**config.mk**
```make
export PLATFORM = sky130hd
export DESIGN_NAME = vga_frame_capture
export DESIGN_NICKNAME = d
export VERILOG_FILES = /design/src/rtl/vga_frame_capture.sv
export SDC_FILE = /design/constraint.sdc
export NUM_CORES = 1
export LEC_CHECK = 0
export ABC_AREA = 1
export CAP_MARGIN = 30
export CORE_MARGIN = 5
export CORE_UTILIZATION = 49
export DETAILED_ROUTE_END_ITERATION = 8
export PLACE_DENSITY = 0.71
export SETUP_SLACK_MARGIN = 0.4
export SLEW_MARGIN = 20
export SYNTH_ARGS = -nofsm -noshare
export SYNTH_HDL_FRONTEND = slang
export SYNTH_SLANG_ARGS = --single-unit
```
**constraint.sdc**
```tcl
create_clock -name clk -period 2.9 [get_ports clk]
set_input_delay 0.87 -clock clk [delete_from_list [all_inputs] [get_ports clk]]
set_output_delay 0.87 -clock clk [all_outputs]
set_load 0.02 [all_outputs]
```
**src/rtl/vga_frame_capture.sv**
```systemverilog
// vga_frame_capture: recovers raster position from VGA syncs and writes one armed frame of active pixels.
// Define CAPTURE_CRC_EN to add output crc, a CRC-16-CCITT over every written pixel.
module vga_frame_capture #(
   parameter int H_ACTIVE = 640,
   parameter int H_FP     = 16,
   parameter int H_SYNC   = 96,
   parameter int H_BP     = 48,
   parameter int V_ACTIVE = 480,
   parameter int V_FP     = 10,
   parameter int V_SYNC   = 2,
   parameter int V_BP     = 33,
   parameter int PIX_W    = 8,
   parameter int ADDR_W   = 19
) (
   input  logic              clk,
   input  logic              rst,
   input  logic              pix_en,
   input  logic              h_sync,
   input  logic              v_sync,
   input  logic [PIX_W-1:0]  rgb,
   input  logic              arm,
   output logic              mem_we,
   output logic [ADDR_W-1:0] mem_addr,
   output logic [PIX_W-1:0]  mem_wdata,
   output logic              busy,
   output logic              done,
   output logic              frame_err
`ifdef CAPTURE_CRC_EN
   ,
   output logic [15:0]       crc
`endif
);
   localparam int H_TOTAL = H_ACTIVE + H_FP + H_SYNC + H_BP;
   localparam int V_TOTAL = V_ACTIVE + V_FP + V_SYNC + V_BP;
   localparam int HW = $clog2(H_TOTAL) + 1;
   localparam int VW = $clog2(V_TOTAL) + 1;
   localparam logic [HW-1:0] H_LO = HW'(H_SYNC + H_BP);
   localparam logic [HW-1:0] H_HI = HW'(H_SYNC + H_BP + H_ACTIVE);
   localparam logic [HW-1:0] H_END = HW'(H_TOTAL - 1);
   localparam logic [VW-1:0] V_LO = VW'(V_SYNC + V_BP);
   localparam logic [VW-1:0] V_HI = VW'(V_SYNC + V_BP + V_ACTIVE);
   localparam logic [ADDR_W-1:0] LAST = ADDR_W'(H_ACTIVE * V_ACTIVE - 1);

   typedef enum logic [1:0] {IDLE, ARMED, CAPTURE, DONE} state_t;
   state_t state, state_n;
   logic hs_q, vs_q, h_fall, v_fall, active, last, err, wr, arm_go;
   logic [HW-1:0] h_cnt, h_nxt;
   logic [VW-1:0] v_cnt, v_nxt;
   logic [ADDR_W-1:0] wcnt;

`ifdef CAPTURE_CRC_EN
   localparam int DW = PIX_W < 8 ? 8 : PIX_W;
   function automatic logic [15:0] crc_upd(input logic [15:0] c, input logic [DW-1:0] d);
      logic [15:0] r;
      r = c;
      for (int i = DW - 1; i >= 0; i--) r = {r[14:0], 1'b0} ^ ((r[15] ^ d[i]) ? 16'h1021 : 16'h0000);
      return r;
   endfunction
`endif

   // Position of the pixel being sampled right now; a v edge overrides the h-edge line increment.
   always_comb begin
      h_fall = pix_en && hs_q && !h_sync;
      v_fall = pix_en && vs_q && !v_sync;
      h_nxt  = h_fall ? '0 : h_cnt + HW'(1);
      v_nxt  = v_fall ? '0 : h_fall ? v_cnt + VW'(1) : v_cnt;
      active = h_nxt >= H_LO && h_nxt < H_HI && v_nxt >= V_LO && v_nxt < V_HI;
      last   = mem_we && mem_addr == LAST;
      err    = state == CAPTURE && !last && ((h_fall && h_cnt != H_END) || v_fall);
      wr     = state == CAPTURE && pix_en && active && !last && !err;
      arm_go = state == IDLE && arm;
   end

   always_comb begin
      state_n = state;
      busy    = state == ARMED || state == CAPTURE;
      done    = state == DONE;
      unique case (state)
         IDLE:    state_n = arm ? ARMED : IDLE;
         ARMED:   state_n = v_fall ? CAPTURE : ARMED;
         CAPTURE: state_n = last ? DONE : err ? IDLE : CAPTURE;
         DONE:    state_n = IDLE;
      endcase
   end

   always_ff @(posedge clk or negedge rst) begin
      if (!rst) state <= IDLE;
      else      state <= state_n;
   end

   always_ff @(posedge clk or negedge rst) begin
      if (!rst) begin
         hs_q      <= 1'b0;
         vs_q      <= 1'b0;
         h_cnt     <= '0;
         v_cnt     <= '0;
         wcnt      <= '0;
         mem_we    <= 1'b0;
         mem_addr  <= '0;
         mem_wdata <= '0;
         frame_err <= 1'b0;
`ifdef CAPTURE_CRC_EN
         crc       <= '0;
`endif
      end else begin
         if (pix_en) begin
            hs_q  <= h_sync;
            vs_q  <= v_sync;
            h_cnt <= h_nxt;
            v_cnt <= v_nxt;
         end
         mem_we <= wr;
         if (wr) begin
            mem_addr  <= wcnt;
            mem_wdata <= rgb;
            wcnt      <= wcnt + ADDR_W'(1);
         end
         if (arm_go) wcnt <= '0;
         frame_err <= arm_go ? 1'b0 : frame_err || err;
`ifdef CAPTURE_CRC_EN
         if (arm_go) crc <= 16'hFFFF;
         else if (wr) crc <= crc_upd(crc, DW'(rgb));
`endif
      end
   end
endmodule
```
==> impl_results.rst <==
.. list-table::
   :header-rows: 1

   * - Metric
     - Value
   * - Data required time of the critical path
     - 3130 ps
   * - H-tree lvl count
     - 3
   * - Total of buffers placed on input and output ports
     - 44
   * - Slew at the pin closest to its max-slew limit
     - 669 ps
   * - Type of the worst setup path
     - flop to flop
   * - Quantity of hold-fixing buffers added after cts
     - 0
   * - Area of the die
     - 0.0105 mm²
   * - Detailed Route Iter0 Violations
     - 142
   * - Reg2reg path depth
     - 15
   * - Starting density of the core
     - 50.5%
   * - Final min period
     - 2400 ps
   * - Post-synth top area cell
     - sky130_fd_sc_hd__dfrtp_1
   * - Syn_nets
     - 581
   * - Start point of the worst min-delay path
     - mem_wdata[6]
   * - Number of clock sinks
     - 74
   * - Post-synthesis average cell area
     - 7.45 µm²
   * - Cell at the root of the clock tree
     - sky130_fd_sc_hd__clkbuf_8
   * - Count of distinct cell types in the synthesized netlist
     - 30
   * - GR Util All Layers
     - 20.8%
   * - Data arrival time of the critical path
     - 2620 ps
   * - Via count of the first global-routing pass
     - 3727
   * - Number of synthesized flops with an enable pin
     - 0
   * - Total CTS buffers
     - 9
   * - Cell area after technology mapping
     - 0.00417 mm²
   * - Total gr overflow
     - 0
   * - Synth Flop Type
     - sky130_fd_sc_hd__dfrtp_1
   * - Average routed wire per standard cell
     - 14.6 µm
   * - Placed wire-length estimate after detailed placement
     - 7140 µm
   * - Via density
     - 5.25
   * - Leakage
     - 2.72 nW
   * - Terminating pin of the worst hold path
     - mem_wdata[6]
   * - Critical R2R Launch
     - h_cnt[1]
   * - Width of the chip
     - 102 µm
   * - Finish-stage setup viols
     - 0
   * - Cell types with the largest area share after synthesis
     - sky130_fd_sc_hd__dfrtp_1 (44%), sky130_fd_sc_hd__nand2_1 (17%), sky130_fd_sc_hd__nand3_1 (6.6%), sky130_fd_sc_hd__inv_1 (6.1%), sky130_fd_sc_hd__nand4_1 (4.5%)
   * - Maximum buffer depth of the clock tree
     - 2
   * - Placer Congestion
     - 0.837
   * - Startpoint Class
     - flop
   * - Finished Layout Cells
     - 743
   * - Dominant cell by count in the synthesized netlist
     - sky130_fd_sc_hd__nand2_1
   * - Final hold slack
     - 490 ps
   * - Reg-to-reg endpoint
     - mem_addr[5]
   * - Via count
     - 3904
   * - Insertion delay of the later-clocked pin in the worst-skew pair
     - 360 ps
   * - Crit-path max FO
     - 8
   * - Cell chain of the critical path
     - ha_2 > nand2_1 > nor2_4 > nand2_1 > o21ai_0 > nand3_1 > nand2_1 > inv_1 > nand2_1 > nand2_2 > nor2_4 > nand2_8 > clkbuf_16 > nand2_1 > o21ai_0
   * - Highest clock frequency the design can meet
     - 417 MHz
   * - Critical path buffer and inverter count
     - 2
   * - Max VDD drop
     - 0.000233 V
   * - Layout Skew
     - 8.74 ps
   * - Pin count of the biggest net entering global routing
     - 75
   * - TritonCTS clock tree
     - done
   * - Fin crit share
     - 82.7%
   * - Number of max-slew violations in the final report
     - 0
   * - Worst reg2reg setup slack
     - 500 ps
   * - Global-route wire length before repair
     - 17200 µm
   * - IO Count
     - 45
   * - Die height
     - 102 µm
   * - Worst Hold Depth
     - 2
   * - Iteration count of the initial detailed-routing pass
     - 4
   * - Fraction of final layout cells with drive strength greater than 1
     - 12.7%
   * - Total wire length after detailed routing
     - 10800 µm
   * - Yosys warning total
     - 0
   * - Commonest cells in the synthesized netlist
     - sky130_fd_sc_hd__nand2_1 (190), sky130_fd_sc_hd__dfrtp_1 (74), sky130_fd_sc_hd__inv_1 (68)
   * - Power density over cell area
     - 424 mW/mm²
   * - Std-Cell Rows
     - 33
   * - Post-synthesis register bit count
     - 74
   * - Portion of the post-synthesis area used by sequential elements
     - 44.4%
   * - Count of maximum capacitance violations
     - 0
   * - Class of the most critical hold timing path
     - flop to flop
   * - Antenna violations before repair
     - 0
   * - Net count reported at finish
     - 654
   * - Area growth from synthesis to layout
     - 25.2%
   * - Endpoint type of the worst setup path
     - flop
   * - Cells after synthesis
     - 560
   * - Outcome
     - complete, no violations
   * - Setup repair after global routing missed its margin
     - false
   * - Residual DRC
     - 0
   * - Total Negative Setup Slacks
     - 0 ps
   * - Std-Cell Core Area
     - 0.00826 mm²
   * - Tightest slew margin relative to the limit
     - 55.1%
   * - Share of synthesized flip-flops with an asynchronous set or reset
     - 100%
   * - Area share of the largest cell type after synthesis
     - 44.4%
   * - Final hold viol count
     - 0
   * - Family with the most delay on the worst path
     - simple AND/OR/NAND/NOR gates
   * - Placed Cells incl. Taps
     - 715
   * - Most frequent cell on the critical path
     - sky130_fd_sc_hd__nand2_1
   * - Crit-path max cell delay
     - 410 ps
   * - Number of routed nets with antenna violations
     - 0
   * - # diodes
     - 0
   * - Clock Pin Slew Worst Setup and Hold Paths
     - 70 ps
   * - Slowest cell on the critical path
     - sky130_fd_sc_hd__dfrtp_1
-- metrics by stage --
stage	power [mW]	util [%]	cell area (µm²)	setup WS [ps]
floorplan	1.35	-	4170	537
global placement	1.48	58.5	4830	-104
detailed placement	1.49	58.5	4830	-192
CTS	2.20	61.0	5040	404
global route	2.33	63.2	5220	301
finish	2.21	63.2	5220	502
-- report_power, final --
group / internal [mW] / total (mW) / switching, mW
registers: 1.08 / 1.13 / 0.0544
logic: 0.149 / 0.376 / 0.228
clock network: 0.331 / 0.704 / 0.373
-- cells in the final DEF (no fill, tap or decap), types with 2 or more instances in the layout --
master	Yosys	routed
sky130_fd_sc_hd__nand2_1	190	184
sky130_fd_sc_hd__dfrtp_1	74	73
sky130_fd_sc_hd__inv_1	68	67
sky130_fd_sc_hd__nand3_1	55	53
sky130_fd_sc_hd__nor2_1	41	40
sky130_fd_sc_hd__clkdlybuf4s50_1	0	39
sky130_fd_sc_hd__nand4_1	30	30
sky130_fd_sc_hd__buf_4	5	29
sky130_fd_sc_hd__xor2_1	17	17
sky130_fd_sc_hd__o21ai_0	18	16
sky130_fd_sc_hd__clkbuf_8	0	10
sky130_fd_sc_hd__nor3_1	9	9
sky130_fd_sc_hd__nand2_2	2	7
sky130_fd_sc_hd__a21oi_1	6	6
sky130_fd_sc_hd__ha_1	7	6
sky130_fd_sc_hd__nor2_4	3	5
sky130_fd_sc_hd__o21ai_2	4	4
sky130_fd_sc_hd__inv_2	3	3
sky130_fd_sc_hd__o21ai_1	1	3
sky130_fd_sc_hd__clkbuf_1	5	3
sky130_fd_sc_hd__clkinv_2	0	3
sky130_fd_sc_hd__clkbuf_16	0	3
sky130_fd_sc_hd__buf_12	0	3
sky130_fd_sc_hd__nor2_2	3	2
sky130_fd_sc_hd__nand3_2	0	2
sky130_fd_sc_hd__o21bai_1	2	2
sky130_fd_sc_hd__nor4_1	2	2
sky130_fd_sc_hd__clkbuf_2	0	2
sky130_fd_sc_hd__buf_6	5	2
-- routing by layer --
metal	wire (µm)	GRT usage, %	part of all wire (%)	vias to the layer above
met2	5540	35.7	51	68
met4	220	7.67	2.0	0
met5	0	0	0	-
met3	333	4.71	3.1	19
met1	4730	25.7	44	1879
li1	-	-	-	1938
-- how the worst max path moves through the flow --
stage,startpoint,endpoint,slack [ps],depth (start not counted)
6_report,h_cnt[1],mem_addr[5],500,15
5_1_grt,h_cnt[0],mem_addr[5],300,14
3_5_place_dp,pix_en,mem_addr[15],-190,15
2_1_floorplan,h_sync,wcnt[10],540,14
3_3_place_gp,pix_en,mem_wdata[4],-100,13
4_1_cts,pix_en,mem_wdata[1],400,13
-- tightest hold or removal path, stage by stage, from the launching register on --
cell and delay (ps):
sky130_fd_sc_hd__dfrtp_1 350, sky130_fd_sc_hd__nand2_1 50, sky130_fd_sc_hd__nand2_1 50
-- timing repair --
item,CTS,global route
gates cloned,1,3
resized for setup,7,24
setup buffers,0,8
pin swaps,2,14
endpoints found under the setup margin,48,47
-- cell families after synthesis --
family / after synthesis / synth area share (%)
AO/OA/AOI/OAI: 34 / 4.77
XOR/XNOR: 18 / 3.78
adder cells (fa/ha/maj): 7 / 2.10
buffers and inverters: 90 / 9.51
flip-flops: 74 / 44.4
AND/OR/NAND/NOR: 337 / 35.4
-- area by class of cell --
class	count	area, µm²
Fill cell	719	3040
Multi-Input combinational cell	396	1980
Sequential cell	74	1850
Timing Repair Buffer	81	825
Inverter	71	272
Clock buffer	13	149
Tap cell	105	131
Clock inverter	3	15.0
-- flip-flops by register name, summed over array words and instances (netlist names) --
register	cells
wcnt	19
v_cnt	11
mem_we	1
state	2
vs_q	1
frame_err	1
hs_q	1
mem_addr	19
h_cnt	11
mem_wdata	8
(Power assumes the default switching activity.)
